<file path="src/rtl/abs_diff_pkg.sv">
`default_nettype none
// ============================================================================
//  Module      : abs_diff_pkg
//  Description : Shared definitions for the absolute-difference error sweep:
//                sweep FSM state encoding, operand/error widths and the exact
//                reference |a - b| function.
//  Revision    : 1.0 - initial release
// ============================================================================
package abs_diff_pkg;

    localparam int OP_W  = 2;   // width of each operand a, b
    localparam int ERR_W = 2;   // width of exact result and per-vector error

    typedef enum logic [1:0] {
        ST_IDLE  = 2'd0,
        ST_SWEEP = 2'd1,
        ST_DRAIN = 2'd2,
        ST_DONE  = 2'd3
    } state_t;

    // Exact reference: unsigned |x - y|, never wraps because the smaller
    // operand is always subtracted from the larger.
    function automatic logic [OP_W-1:0] abs_diff(input logic [OP_W-1:0] x,
                                                 input logic [OP_W-1:0] y);
        return (x >= y) ? (x - y) : (y - x);
    endfunction

endpackage : abs_diff_pkg
`default_nettype wire

</file>
<file path="src/rtl/abs_diff_err_calc.sv">
`default_nettype none
// ============================================================================
//  Module      : abs_diff_err_calc
//  Description : Combinational per-vector error: err = |approx - exact| and a
//                violation flag raised when err exceeds the threshold ET.
//  Ports       : exact  [1:0] in  - exact reference result
//                approx [1:0] in  - approximate circuit result
//                err    [1:0] out - absolute error
//                viol         out - err > ET
//  Revision    : 1.0 - initial release
// ============================================================================
module abs_diff_err_calc
    import abs_diff_pkg::*;
#(
    parameter int unsigned ET = 3
) (
    input  logic [ERR_W-1:0] exact,
    input  logic [ERR_W-1:0] approx,
    output logic [ERR_W-1:0] err,
    output logic             viol
);

    // One extra bit so the subtraction can never wrap before the abs.
    logic [ERR_W:0] w_diff;

    always_comb begin
        if (approx >= exact) begin
            w_diff = {1'b0, approx} - {1'b0, exact};
        end else begin
            w_diff = {1'b0, exact} - {1'b0, approx};
        end
        err  = w_diff[ERR_W-1:0];
        viol = (32'(w_diff) > ET);
    end

endmodule : abs_diff_err_calc
`default_nettype wire

</file>
<file path="src/rtl/abs_diff_err_sweep.sv">
`default_nettype none
// ============================================================================
//  Module      : abs_diff_err_sweep
//  Description : Exhaustively drives all 16 input vectors into an external
//                approximate absolute-difference circuit, compares each
//                response against the exact |a - b| and accumulates the
//                maximum error, the saturating error sum and the count of
//                vectors whose error exceeds ET.
//  Ports       : clk, rst_n (async, active low), start (sweep request)
//                vec_o    [3:0] out - stimulus, a = [1:0], b = [3:2]
//                approx_i [1:0] in  - approximate response to vec_o
//                busy, done       out - sweep in progress / results final
//                max_err, sum_err, viol_cnt out - results of last sweep
//  Revision    : 1.0 - initial release
// ============================================================================
module abs_diff_err_sweep
    import abs_diff_pkg::*;
#(
    parameter int unsigned ET   = 3,
    parameter int unsigned N_IN = 4
) (
    input  logic            clk,
    input  logic            rst_n,
    input  logic            start,
    output logic [N_IN-1:0] vec_o,
    input  logic [1:0]      approx_i,
    output logic            busy,
    output logic            done,
    output logic [1:0]      max_err,
    output logic [5:0]      sum_err,
    output logic [4:0]      viol_cnt
);

    state_t          state_q,   state_d;
    logic            armed_q,   armed_d;   // entry cycle between start and SWEEP
    logic [N_IN-1:0] index_q,   index_d;
    logic [ERR_W-1:0] pexact_q, pexact_d;
    logic [ERR_W-1:0] papprox_q, papprox_d;
    logic            pvld_q,    pvld_d;
    logic            busy_q,    busy_d;
    logic            done_q,    done_d;
    logic [1:0]      max_q,     max_d;
    logic [5:0]      sum_q,     sum_d;
    logic [4:0]      viol_q,    viol_d;

    logic [ERR_W-1:0] w_err;
    logic             w_viol;
    logic [6:0]       w_sum_ext;

    assign vec_o = (state_q == ST_SWEEP) ? index_q : '0;

    // Error is evaluated on the pipeline register, one cycle behind sampling.
    abs_diff_err_calc #(
        .ET (ET)
    ) u_calc (
        .exact  (pexact_q),
        .approx (papprox_q),
        .err    (w_err),
        .viol   (w_viol)
    );

    assign w_sum_ext = {1'b0, sum_q} + {5'b0, w_err};

    always_comb begin
        state_d   = state_q;
        armed_d   = armed_q;
        index_d   = index_q;
        pexact_d  = pexact_q;
        papprox_d = papprox_q;
        pvld_d    = 1'b0;
        busy_d    = busy_q;
        done_d    = 1'b0;
        max_d     = max_q;
        sum_d     = sum_q;
        viol_d    = viol_q;

        // Accumulate whatever the pipeline holds; the final vector lands in DRAIN.
        if (pvld_q && (state_q == ST_SWEEP || state_q == ST_DRAIN)) begin
            if (w_err > max_q) max_d = w_err;
            sum_d = w_sum_ext[6] ? 6'd63 : w_sum_ext[5:0];
            if (w_viol) viol_d = viol_q + 5'd1;
        end

        case (state_q)
            ST_IDLE: begin
                if (armed_q) begin
                    // Results are held through the entry cycle, cleared here.
                    state_d = ST_SWEEP;
                    armed_d = 1'b0;
                    index_d = '0;
                    max_d   = '0;
                    sum_d   = '0;
                    viol_d  = '0;
                end else if (start) begin
                    armed_d = 1'b1;
                    busy_d  = 1'b1;
                end
            end
            ST_SWEEP: begin
                pexact_d  = abs_diff(vec_o[1:0], vec_o[3:2]);
                papprox_d = approx_i;
                pvld_d    = 1'b1;
                index_d   = index_q + 1'b1;
                if (index_q == '1) state_d = ST_DRAIN;
            end
            ST_DRAIN: begin
                state_d = ST_DONE;
                done_d  = 1'b1;
                busy_d  = 1'b0;
            end
            ST_DONE: begin
                state_d = ST_IDLE;
            end
            default: begin
                state_d = ST_IDLE;
            end
        endcase
    end

    always_ff @(posedge clk or negedge rst_n) begin
        if (!rst_n) begin
            state_q   <= ST_IDLE;
            armed_q   <= 1'b0;
            index_q   <= '0;
            pexact_q  <= '0;
            papprox_q <= '0;
            pvld_q    <= 1'b0;
            busy_q    <= 1'b0;
            done_q    <= 1'b0;
            max_q     <= '0;
            sum_q     <= '0;
            viol_q    <= '0;
        end else begin
            state_q   <= state_d;
            armed_q   <= armed_d;
            index_q   <= index_d;
            pexact_q  <= pexact_d;
            papprox_q <= papprox_d;
            pvld_q    <= pvld_d;
            busy_q    <= busy_d;
            done_q    <= done_d;
            max_q     <= max_d;
            sum_q     <= sum_d;
            viol_q    <= viol_d;
        end
    end

    assign busy     = busy_q;
    assign done     = done_q;
    assign max_err  = max_q;
    assign sum_err  = sum_q;
    assign viol_cnt = viol_q;

endmodule : abs_diff_err_sweep
`default_nettype wire
</file>
<file path="config.mk">
export PLATFORM = sky130hd
export DESIGN_NAME = abs_diff_err_sweep
export DESIGN_NICKNAME = d
export VERILOG_FILES = /design/src/rtl/abs_diff_pkg.sv /design/src/rtl/abs_diff_err_calc.sv /design/src/rtl/abs_diff_err_sweep.sv
export SDC_FILE = /design/constraint.sdc
export NUM_CORES = 1
export LEC_CHECK = 0
export CAP_MARGIN = 10
export CORE_MARGIN = 5
export CORE_UTILIZATION = 48
export CTS_CLUSTER_SIZE = 25
export DETAILED_ROUTE_END_ITERATION = 6
export PLACE_DENSITY = 0.72
export SLEW_MARGIN = 20
export SYNTH_ARGS = -nofsm -noshare
export SYNTH_HDL_FRONTEND = slang
export SYNTH_SLANG_ARGS = --single-unit
</file>
<file path="constraint.sdc">
create_clock -name clk -period 2.5 [get_ports clk]
set_input_delay 0.625 -clock clk [delete_from_list [all_inputs] [get_ports clk]]
set_output_delay 0.625 -clock clk [all_outputs]
set_load 0.01 [all_outputs]
</file>
==> results of run 1 <==
==> metal layers <==
metal / vias to the layer above / part of all wire, % / track usage (%)
li1: 630 / - / -
met4: 0 / 3.2 / 5.823
met5: - / 0 / 0
met2: 28 / 54 / 30.74
met3: 10 / 3.9 / 2.662
met1: 614 / 39 / 19.14
==> timing repair <==
item	CTS	global route
endpoints found under the hold margin	0	0
setup endpoints to repair	6	10
resized for setup	7	18
setup buffers	0	1
pin swaps	3	4
gates cloned	0	0
==> through the flow <==
step                setup TNS [ns]  util (%)  cell area (um^2)  total power (uW)
detailed placement         -0.2416     57.87              1901              2272
CTS                              0     59.62              1958              2528
finish                    -0.05321     62.10              2039              2752
global route               -0.3058     62.10              2039              3007
global placement                 0     57.87              1901              2155
floorplan                        0         -              1599              1700
==> how the worst max path moves through the flow <==
stage,startpoint,endpoint,cells past startpoint
after global routing,pexact_q[0],sum_err[4],9
after floorplan,pexact_q[0],sum_err[4],9
after detailed placement,pexact_q[0],sum_err[4],9
final,pexact_q[0],sum_err[4],9
after CTS,state_q[1],vec_o[3],5
after global placement,pexact_q[0],sum_err[4],9
==> cell type report <==
class                   count  share of cell area, %
flip-flops and latches     27                  33.13
clock inverters             1                 0.4294
repair buffers             28                  13.25
inverters                  17                  3.129
well taps                  46                  2.822
clock buffers               3                  1.104
multi-input cells         120                  46.13
==> registers in the layout, summed over array words and instances (netlist names) <==
signal     count
max_err        2
done           1
pexact_q       2
index_q        4
sum_err        6
pvld_q         1
viol_cnt       5
armed_q        1
papprox_q      2
state_q        2
busy           1
==> report_power, final <==
group / leakage (uW) / internal, uW / switching [uW]
logic: 0.000536 / 820 / 930
registers: 0.000350 / 605 / 192
clock network: 0.0000183 / 65.1 / 139
==> synthesized netlist by cell type, drive strengths merged <==
| library cell | number |
|---|---|
| clkbuf | 3 |
| a41oi | 1 |
| o211ai | 2 |
| mux2 | 1 |
| a22o | 1 |
| a21oi | 8 |
| and2 | 3 |
| buf | 1 |
| ha | 16 |
| xnor2 | 4 |
| nor2b | 1 |
| nand3 | 6 |
| nand3b | 1 |
| a32o | 1 |
| a21boi | 1 |
| nand2b | 2 |
| o221a | 1 |
| a31oi | 2 |
| and3 | 1 |
| a211oi | 3 |
| dfrtp | 27 |
| a311oi | 1 |
| mux2i | 3 |
| nand2 | 15 |
| nor4 | 1 |
| nor3 | 5 |
| fa | 4 |
| nor2 | 17 |
| nor3b | 3 |
| o221ai | 1 |
| inv | 17 |
| and2b | 1 |
| o21ai | 14 |
==> cell families (layout without fill, tap and decap cells) <==
group	Yosys count	after routing	synth area share, %
AND/OR/NAND/NOR	56	56	16.43
AO/OA/AOI/OAI	36	36	14.01
flip-flops	27	27	42.25
buffers and inverters	21	49	5.007
adder cells (fa/ha/maj)	20	20	17.53
XOR/XNOR	4	4	2.191
multiplexers	4	4	2.582
==> placed cells by master (no fill, tap or decap), types with 2 or more instances in the layout <==
cell type	instances
a211oi_1	2
a21oi_1	7
and2_1	2
buf_4	5
clkbuf_4	3
clkdlybuf4s50_1	22
dfrtp_1	27
fa_1	2
fa_2	2
ha_1	13
ha_2	2
inv_1	15
inv_2	2
mux2i_1	2
nand2_1	15
nand2b_1	2
nand3_1	6
nor2_1	16
nor3_1	4
nor3b_1	3
o211ai_1	2
o21ai_0	13
xnor2_1	4
==> worst max-delay path, delay by kind of cell (launching register included) <==
kind            cells  cell delay [ns]
compound gates      3             0.53
fa+ha+maj           3             1.00
buf+inv             1             0.09
flops               1             0.44
mux                 1             0.25
simple gates        1             0.17
==> flow_metrics.tcl, run 1 <==
set metrics [dict create \
    setup_ws_ns -0.05321 \
    worst_pin_slew_ns 0.4419 \
    worst-r2r-cell-count 9 \
    timing.rr.end "sum_err[4]" \
    clk_pin_slew_ns 0.17 \
    drt-wirelength-per-cell_um 14.79 \
    holdPathEnd "index_q[0]" \
    synth_seq_area_share_pct 42.25 \
    drcViolationCount 0 \
    whs_ns 0.5495 \
    multiInputGateArea_um2 940.9 \
    hold_path.class "reg2reg" \
    netlist.area_leader.share_pct 42.25 \
    p_per_area_nw_per_um2 1349 \
    grt_pass1_vias 1346 \
    finalHoldViolations 0 \
    postSynthAreaPerCell_um2 9.518 \
    netlist_top_cells_area "dfrtp_1 (42%), ha_1 (13%), fa_1 (5.0%)" \
    dp.cells 237 \
    synth_top_cell_by_area "dfrtp_1" \
    nFillCells 284 \
    clock-root-buffer "clkbuf_4" \
    max_stage_delay_ns 0.48 \
    yosysWarnings 0 \
    maxCapViolCount 0 \
    die_w_um 67.72 \
    setup_viol 1 \
    rsz0062_at_grt "yes" \
    grt_pass1_wl_mm 5.844 \
    pre_cts_slack_ns -0.2113 \
    ant_nets 0 \
    pin_count 24 \
    hold_path_depth 1 \
    r2r_start "pexact_q[0]" \
    firstDrtPassIters 4 \
    cts_tree "built" \
    startpoint_type "flop" \
    ys_ff_latch 27 \
    n_antenna_cell 0 \
    track_usage_pct 16.64 \
    critPathKind "reg2reg" \
    start_util_pct 48.69 \
    synth.distinct_cells 33 \
    cts-htree-levels 1 \
    die_h_um 67.72 \
    insertion_delay_ns 0.34 \
    syn_area_um2 1599 \
    vias_per_cell 5.298 \
    finalNetCount 222 \
    final_max_slew_viol_count 0 \
    vias 1282 \
    design.die.area_um2 4585 \
    status "complete, but fails checks" \
    seqCellArea_um2 675.6 \
    layout-drive-gt1-share_pct 14.29 \
    synthCells 168 \
    violations "negative setup slack" \
    cpMaxStageDelayCell "fa_2" \
    slew_headroom_pct 70.54 \
    clock_sinks 27 \
    numCtsBuffers 3 \
    grt_max_degree 28 \
    ir_drop_mv 0.6214 \
    io_buffer_count 23 \
    crit_arrival_ns 2.81 \
    final.period_utilization_pct 102.1 \
    ctsHoldBuffers 0 \
    fin_crit_ns 2.553 \
    antenna_found_initial 0 \
    finClkSkew_ns 0.02043 \
    required_ns 2.75 \
    overflow 0 \
    row_count 21 \
    cp_cell_sequence "ha_2, fa_2, a21boi_4, mux2i_2, inv_2, fa_2, nor2_4, a31oi_4, a211oi_2" \
    area_growth_pct 27.54 \
    dpl.hpwl_mm 2.688 \
    instances_no_fill 242 \
    rrSetupSlack_ns -0.05 \
    cp-end-kind "flop" \
    core_area_um2 3284 \
    p_leak_uw 0.0009039 \
    clockBufferDepth 2 \
    synth_nets 193 \
    drt_wl_total_mm 3.578 \
    gp_congestion 0.9160 \
    first_iter_violations 55 \
    fmax_mhz 391.7 \
    min_from "index_q[0]" \
    critPathMostFrequentCell "fa_2" \
    path_max_fanout 5 \
]
Power figures use the tool's default switching activity.
==> run 2, diff against run 1 <==
--- a/config.mk
+++ b/config.mk
@@ -10,7 +10,7 @@
 export CORE_UTILIZATION = 48
 export CTS_CLUSTER_SIZE = 25
 export DETAILED_ROUTE_END_ITERATION = 6
-export PLACE_DENSITY = 0.72
+export PLACE_DENSITY = 0.79
 export SLEW_MARGIN = 20
 export SYNTH_ARGS = -nofsm -noshare
 export SYNTH_HDL_FRONTEND = slang
==> flow_metrics.tcl, run 2 (synthesized netlist as in run 1, its figures left out) <==
set metrics [dict create \
    status "finished clean" \
    vias_per_cell 5.479 \
    gr-usage-met2_pct 31.71 \
    overflow 0 \
    grt_use_met3_pct 4.493 \
    path_max_fanout 2 \
    clock-root-buffer "clkbuf_4" \
    fmax_mhz 416.3 \
    maxCapViolCount 0 \
    final.period_utilization_pct 96.09 \
    firstDrtPassIters 4 \
    grt_pass1_wl_mm 5.906 \
    clock_sinks 27 \
    track_usage_pct 16.84 \
    finClkSkew_ns 0.009477 \
    final_common_cell "dfrtp_1" \
    area_growth_pct 27.54 \
    cts-htree-levels 1 \
    first_iter_violations 66 \
    antenna_found_initial 0 \
    largest_reg_flops 6 \
    drt_wl_total_mm 3.510 \
    layout-drive-gt1-share_pct 14.29 \
    finish.utilization_pct 62.10 \
    fin_crit_ns 2.402 \
    start_util_pct 48.69 \
    finalHoldViolations 0 \
    core_area_um2 3284 \
    gp_congestion 0.8227 \
    setup_ws_ns 0.09784 \
    numCtsBuffers 3 \
    row_count 21 \
    die_w_um 67.72 \
    grt_pass1_vias 1437 \
    io_buffer_count 23 \
    drt-wirelength-per-cell_um 14.50 \
    design.die.area_um2 4585 \
    startpoint_type "flop" \
    p_leak_uw 0.0009042 \
    slew_headroom_pct 71.68 \
    cp-end-kind "flop" \
    required_ns 2.74 \
    hold_path.class "reg2reg" \
    layout_common_cells "dfrtp_1 (27), clkdlybuf4s50_1 (22), inv_1 (16)" \
    finalNetCount 222 \
    die_h_um 67.72 \
    grt_util_met1_pct 17.85 \
    worst_pin_slew_ns 0.4248 \
    crit_arrival_ns 2.64 \
    ir_drop_mv 0.6636 \
    critPathKind "reg2reg" \
    cts_tree "built" \
    vias 1326 \
    whs_ns 0.5652 \
    pin_count 24 \
    n_antenna_cell 0 \
    clk_pin_slew_ns 0.15 \
    ctsHoldBuffers 0 \
    clockBufferDepth 2 \
    ant_nets 0 \
    grt_max_degree 28 \
    final_max_slew_viol_count 0 \
    pre_cts_slack_ns -0.04816 \
    p_per_area_nw_per_um2 1329 \
    busiest_layer "met2" \
    drcViolationCount 0 \
    insertion_delay_ns 0.33 \
    dpl.hpwl_mm 2.666 \
    setup_viol 0 \
]
[run 2: power breakdown]
group	internal [uW]	total, uW	switching [uW]
registers	605	785	180
logic	826	1730	906
clock network	62.5	193	130
total	1490	2710	1220
[run 2: cell type report]
class                           instances  area [um^2]
Multi-Input combinational cell        120        945.9
Tap cell                               46        57.56
Clock buffer                            4        26.28
Inverter                               17        63.81
Timing Repair Buffer                   28        270.3
Fill cell                             275         1245
Sequential cell                        27        675.6
[run 2: critical path, stage by stage, from the launching register on]
cell      delay (ns)
dfrtp_1         0.40
inv_2           0.06
ha_4            0.16
fa_2            0.35
a21boi_2        0.16
mux2i_1         0.13
buf_4           0.16
ha_1            0.28
a21oi_2         0.07
nor2_2          0.18
a41oi_2         0.15
a311oi_2        0.21
[run 2: path summary, 6_finish.rpt]
| kind | startpoint | endpoint | slack [ns] | cells past startpoint |
|---|---|---|---|---|
| worst max-delay path | papprox_q[0] | sum_err[5] | 0.1 | 11 |
| worst min-delay path | index_q[0] | index_q[0] | 0.57 | 1 |
| worst max register to register | papprox_q[0] | sum_err[5] | 0.1 | 11 |
| worst min register to register | index_q[0] | index_q[0] | 0.57 | 1 |
| max in group asynchronous | rst_n | busy | 1.59 | 2 |
| min in group asynchronous | rst_n | max_err[1] | 0.64 | 2 |
[run 2: repair_timing]
action | in CTS | in global routing
pin swaps | 0 | 7
resized for setup | 5 | 19
cloned | 0 | 0
setup buffers | 0 | 1
endpoints found under the setup margin | 6 | 9
[run 2: through the flow]
step | power, uW | cell area (um^2) | instances | TNS (ns)
after global routing | 2948 | 2039 | 242 | -0.005264
after CTS | 2493 | 1942 | 241 | 0
after floorplan | 1700 | 1599 | 168 | 0
after global placement | 2140 | 1901 | 237 | 0
final | 2710 | 2039 | 242 | 0
after detailed placement | 2271 | 1901 | 237 | -0.05855
[run 2: routing by layer]
metal / wire (um) / part of all wire [%] / up-vias
li1: - / - / 634
met1: 1387 / 40 / 642
met2: 1868 / 53 / 40
met3: 182 / 5.2 / 10
met4: 72 / 2.1 / 0
met5: 0 / 0 / -
==> run 3, diff against run 2 <==
--- a/config.mk
+++ b/config.mk
@@ -11,6 +11,7 @@
 export CTS_CLUSTER_SIZE = 25
 export DETAILED_ROUTE_END_ITERATION = 6
 export PLACE_DENSITY = 0.79
+export SETUP_SLACK_MARGIN = 0.15
 export SLEW_MARGIN = 20
 export SYNTH_ARGS = -nofsm -noshare
 export SYNTH_HDL_FRONTEND = slang
==> constraint.sdc (replaced) <==
create_clock -name clk -period 2.5 [get_ports clk]
set_input_delay 0.625 -clock clk [delete_from_list [all_inputs] [get_ports clk]]
set_output_delay 0.625 -clock clk [all_outputs]
set_load 0.005 [all_outputs]
==> flow_metrics.tcl, run 3 (synthesized netlist as in run 1, its figures left out) <==
set metrics [dict create \
    drt_wl_total_mm 3.604 \
    fmax_mhz 404.0 \
    placed_area_um2 1906 \
    io_buffer_count 23 \
    numCtsBuffers 3 \
    layout-drive-gt1-share_pct 17.33 \
    final_common_cell "dfrtp_1" \
    ant_nets 0 \
    holdPathEnd "index_q[1]" \
    worst_pin_slew_ns 0.4102 \
    ctsHoldBuffers 0 \
    setup_viol 0 \
    maxCapViolCount 0 \
    die_w_um 67.72 \
    cts-htree-levels 1 \
    n_antenna_cell 0 \
    grt_max_degree 28 \
    worst-r2r-cell-count 10 \
    rsz0062_at_grt "yes" \
    required_ns 2.73 \
    clock-root-buffer "clkbuf_4" \
    fin_tns_setup_ns 0 \
    ir_drop_mv 0.5377 \
    status "finished clean" \
    rrSetupSlack_ns 0.02 \
    row_count 21 \
    insertion_delay_ns 0.33 \
    fin_crit_ns 2.475 \
    dpl.hpwl_mm 2.501 \
    cts_tree "built" \
    timing.rr.end "sum_err[5]" \
    final_max_slew_viol_count 0 \
    clock_sinks 27 \
    start_util_pct 48.69 \
    min_from "index_q[1]" \
    path_max_fanout 3 \
    p_leak_uw 0.0009836 \
    wl_met2_mm 1.951 \
    cpMaxStageDelayCell "dfrtp_2" \
    area_growth_pct 30.05 \
    topRoutingLayerUsed "met4" \
    largest_reg_flops 6 \
    p_per_area_nw_per_um2 1331 \
    clk_pin_slew_ns 0.15 \
    vias_per_cell 5.452 \
    fin_area_um2 2079 \
    nFillCells 273 \
    dr_wl_met3_um 130 \
    crit_arrival_ns 2.70 \
    cp_cell_sequence "ha_4, fa_2, a21boi_2, mux2i_1, buf_4, ha_1, a21oi_2, nor2_1, a41oi_1, a311oi_1" \
    drcViolationCount 0 \
    cp-end-kind "flop" \
    final.period_utilization_pct 99.02 \
    antenna_found_initial 0 \
    firstDrtPassIters 4 \
    layout_common_cells "dfrtp_1 (26), clkdlybuf4s50_1 (19), nor2_1 (16)" \
    first_iter_violations 93 \
    drt-wirelength-per-cell_um 14.53 \
    design.die.area_um2 4585 \
    power.total_uw 2768 \
    finalNetCount 228 \
    whs_ns 0.5702 \
    core_area_um2 3284 \
    startpoint_type "flop" \
    vias 1352 \
    drt-met1-wl_mm 1.460 \
    overflow 0 \
    r2r_start "pexact_q[0]" \
    max_stage_delay_ns 0.47 \
    die_h_um 67.72 \
    hold_path.class "reg2reg" \
    finalHoldViolations 0 \
    grt_pass1_wl_mm 5.768 \
    slew_headroom_pct 72.65 \
    grt_pass1_vias 1394 \
    pin_count 24 \
    hold_path_depth 1 \
    finClkSkew_ns 0.005826 \
    clockBufferDepth 2 \
    track_usage_pct 16.52 \
    critPathKind "reg2reg" \
    gp_congestion 0.7798 \
]
## run 3: cell count changes in the layout (fill, tap and decap cells not counted), sizes merged
cell / previous run / this run
buf: 5 / 11
clkdlybuf4s50: 22 / 19
dlymetal6s2s: 1 / 4
## run 3: where the power goes
group / leakage (uW) / switching [uW] / internal (uW)
Clock: 0.0000150 / 132 / 62.5
Sequential: 0.000349 / 181 / 607
Combinational: 0.000620 / 884 / 902
## run 3: through the flow
stage / cells / setup slack (ns) / utilization, %
2_1_floorplan: 168 / 0.1743 / -
3_3_place_gp: 237 / 0.07814 / 58.02
3_5_place_dp: 237 / -0.01660 / 58.02
4_1_cts: 243 / 0.1305 / 60.76
5_1_grt: 248 / -0.04690 / 63.31
6_report: 248 / 0.02456 / 63.31
## run 3: worst max path at each step
stage | start | endpoint | slack [ns] | cells after the start
6_report | pexact_q[0] | sum_err[5] | 0.02 | 10
5_1_grt | pexact_q[0] | sum_err[5] | -0.05 | 10
2_1_floorplan | pexact_q[0] | sum_err[4] | 0.17 | 9
3_3_place_gp | pexact_q[0] | sum_err[1] | 0.08 | 8
3_5_place_dp | pexact_q[0] | sum_err[4] | -0.02 | 9
4_1_cts | state_q[1] | vec_o[1] | 0.13 | 4
## run 3: area by class of cell
type	count	area [um^2]	share of cell area, %
Clock buffer	4	26.28	1.264
Sequential cell	27	676.9	32.55
Multi-Input combinational cell	120	932.1	44.83
Tap cell	46	57.56	2.768
Inverter	17	63.81	3.069
Timing Repair Buffer	34	322.8	15.52
## run 3: critical path: cells and delay by family, from the launching register on
family          cells  cell delay [ns]
simple gates        1             0.15
compound gates      4             0.64
fa+ha+maj           3             0.82
buf+inv             1             0.16
mux                 1             0.14
flops               1             0.47
## run 3: per-layer routing
metal,vias up,track usage (%)
met4,0,6.329
met3,8,2.496
met5,-,0
li1,641,-
met2,34,31.47
met1,669,18.04
## run 3: timing repair
item	in CTS	in global routing
pin swaps	6	4
resized for setup	14	14
buffers inserted	2	5
endpoints found under the setup margin	11	11
cloned	0	0
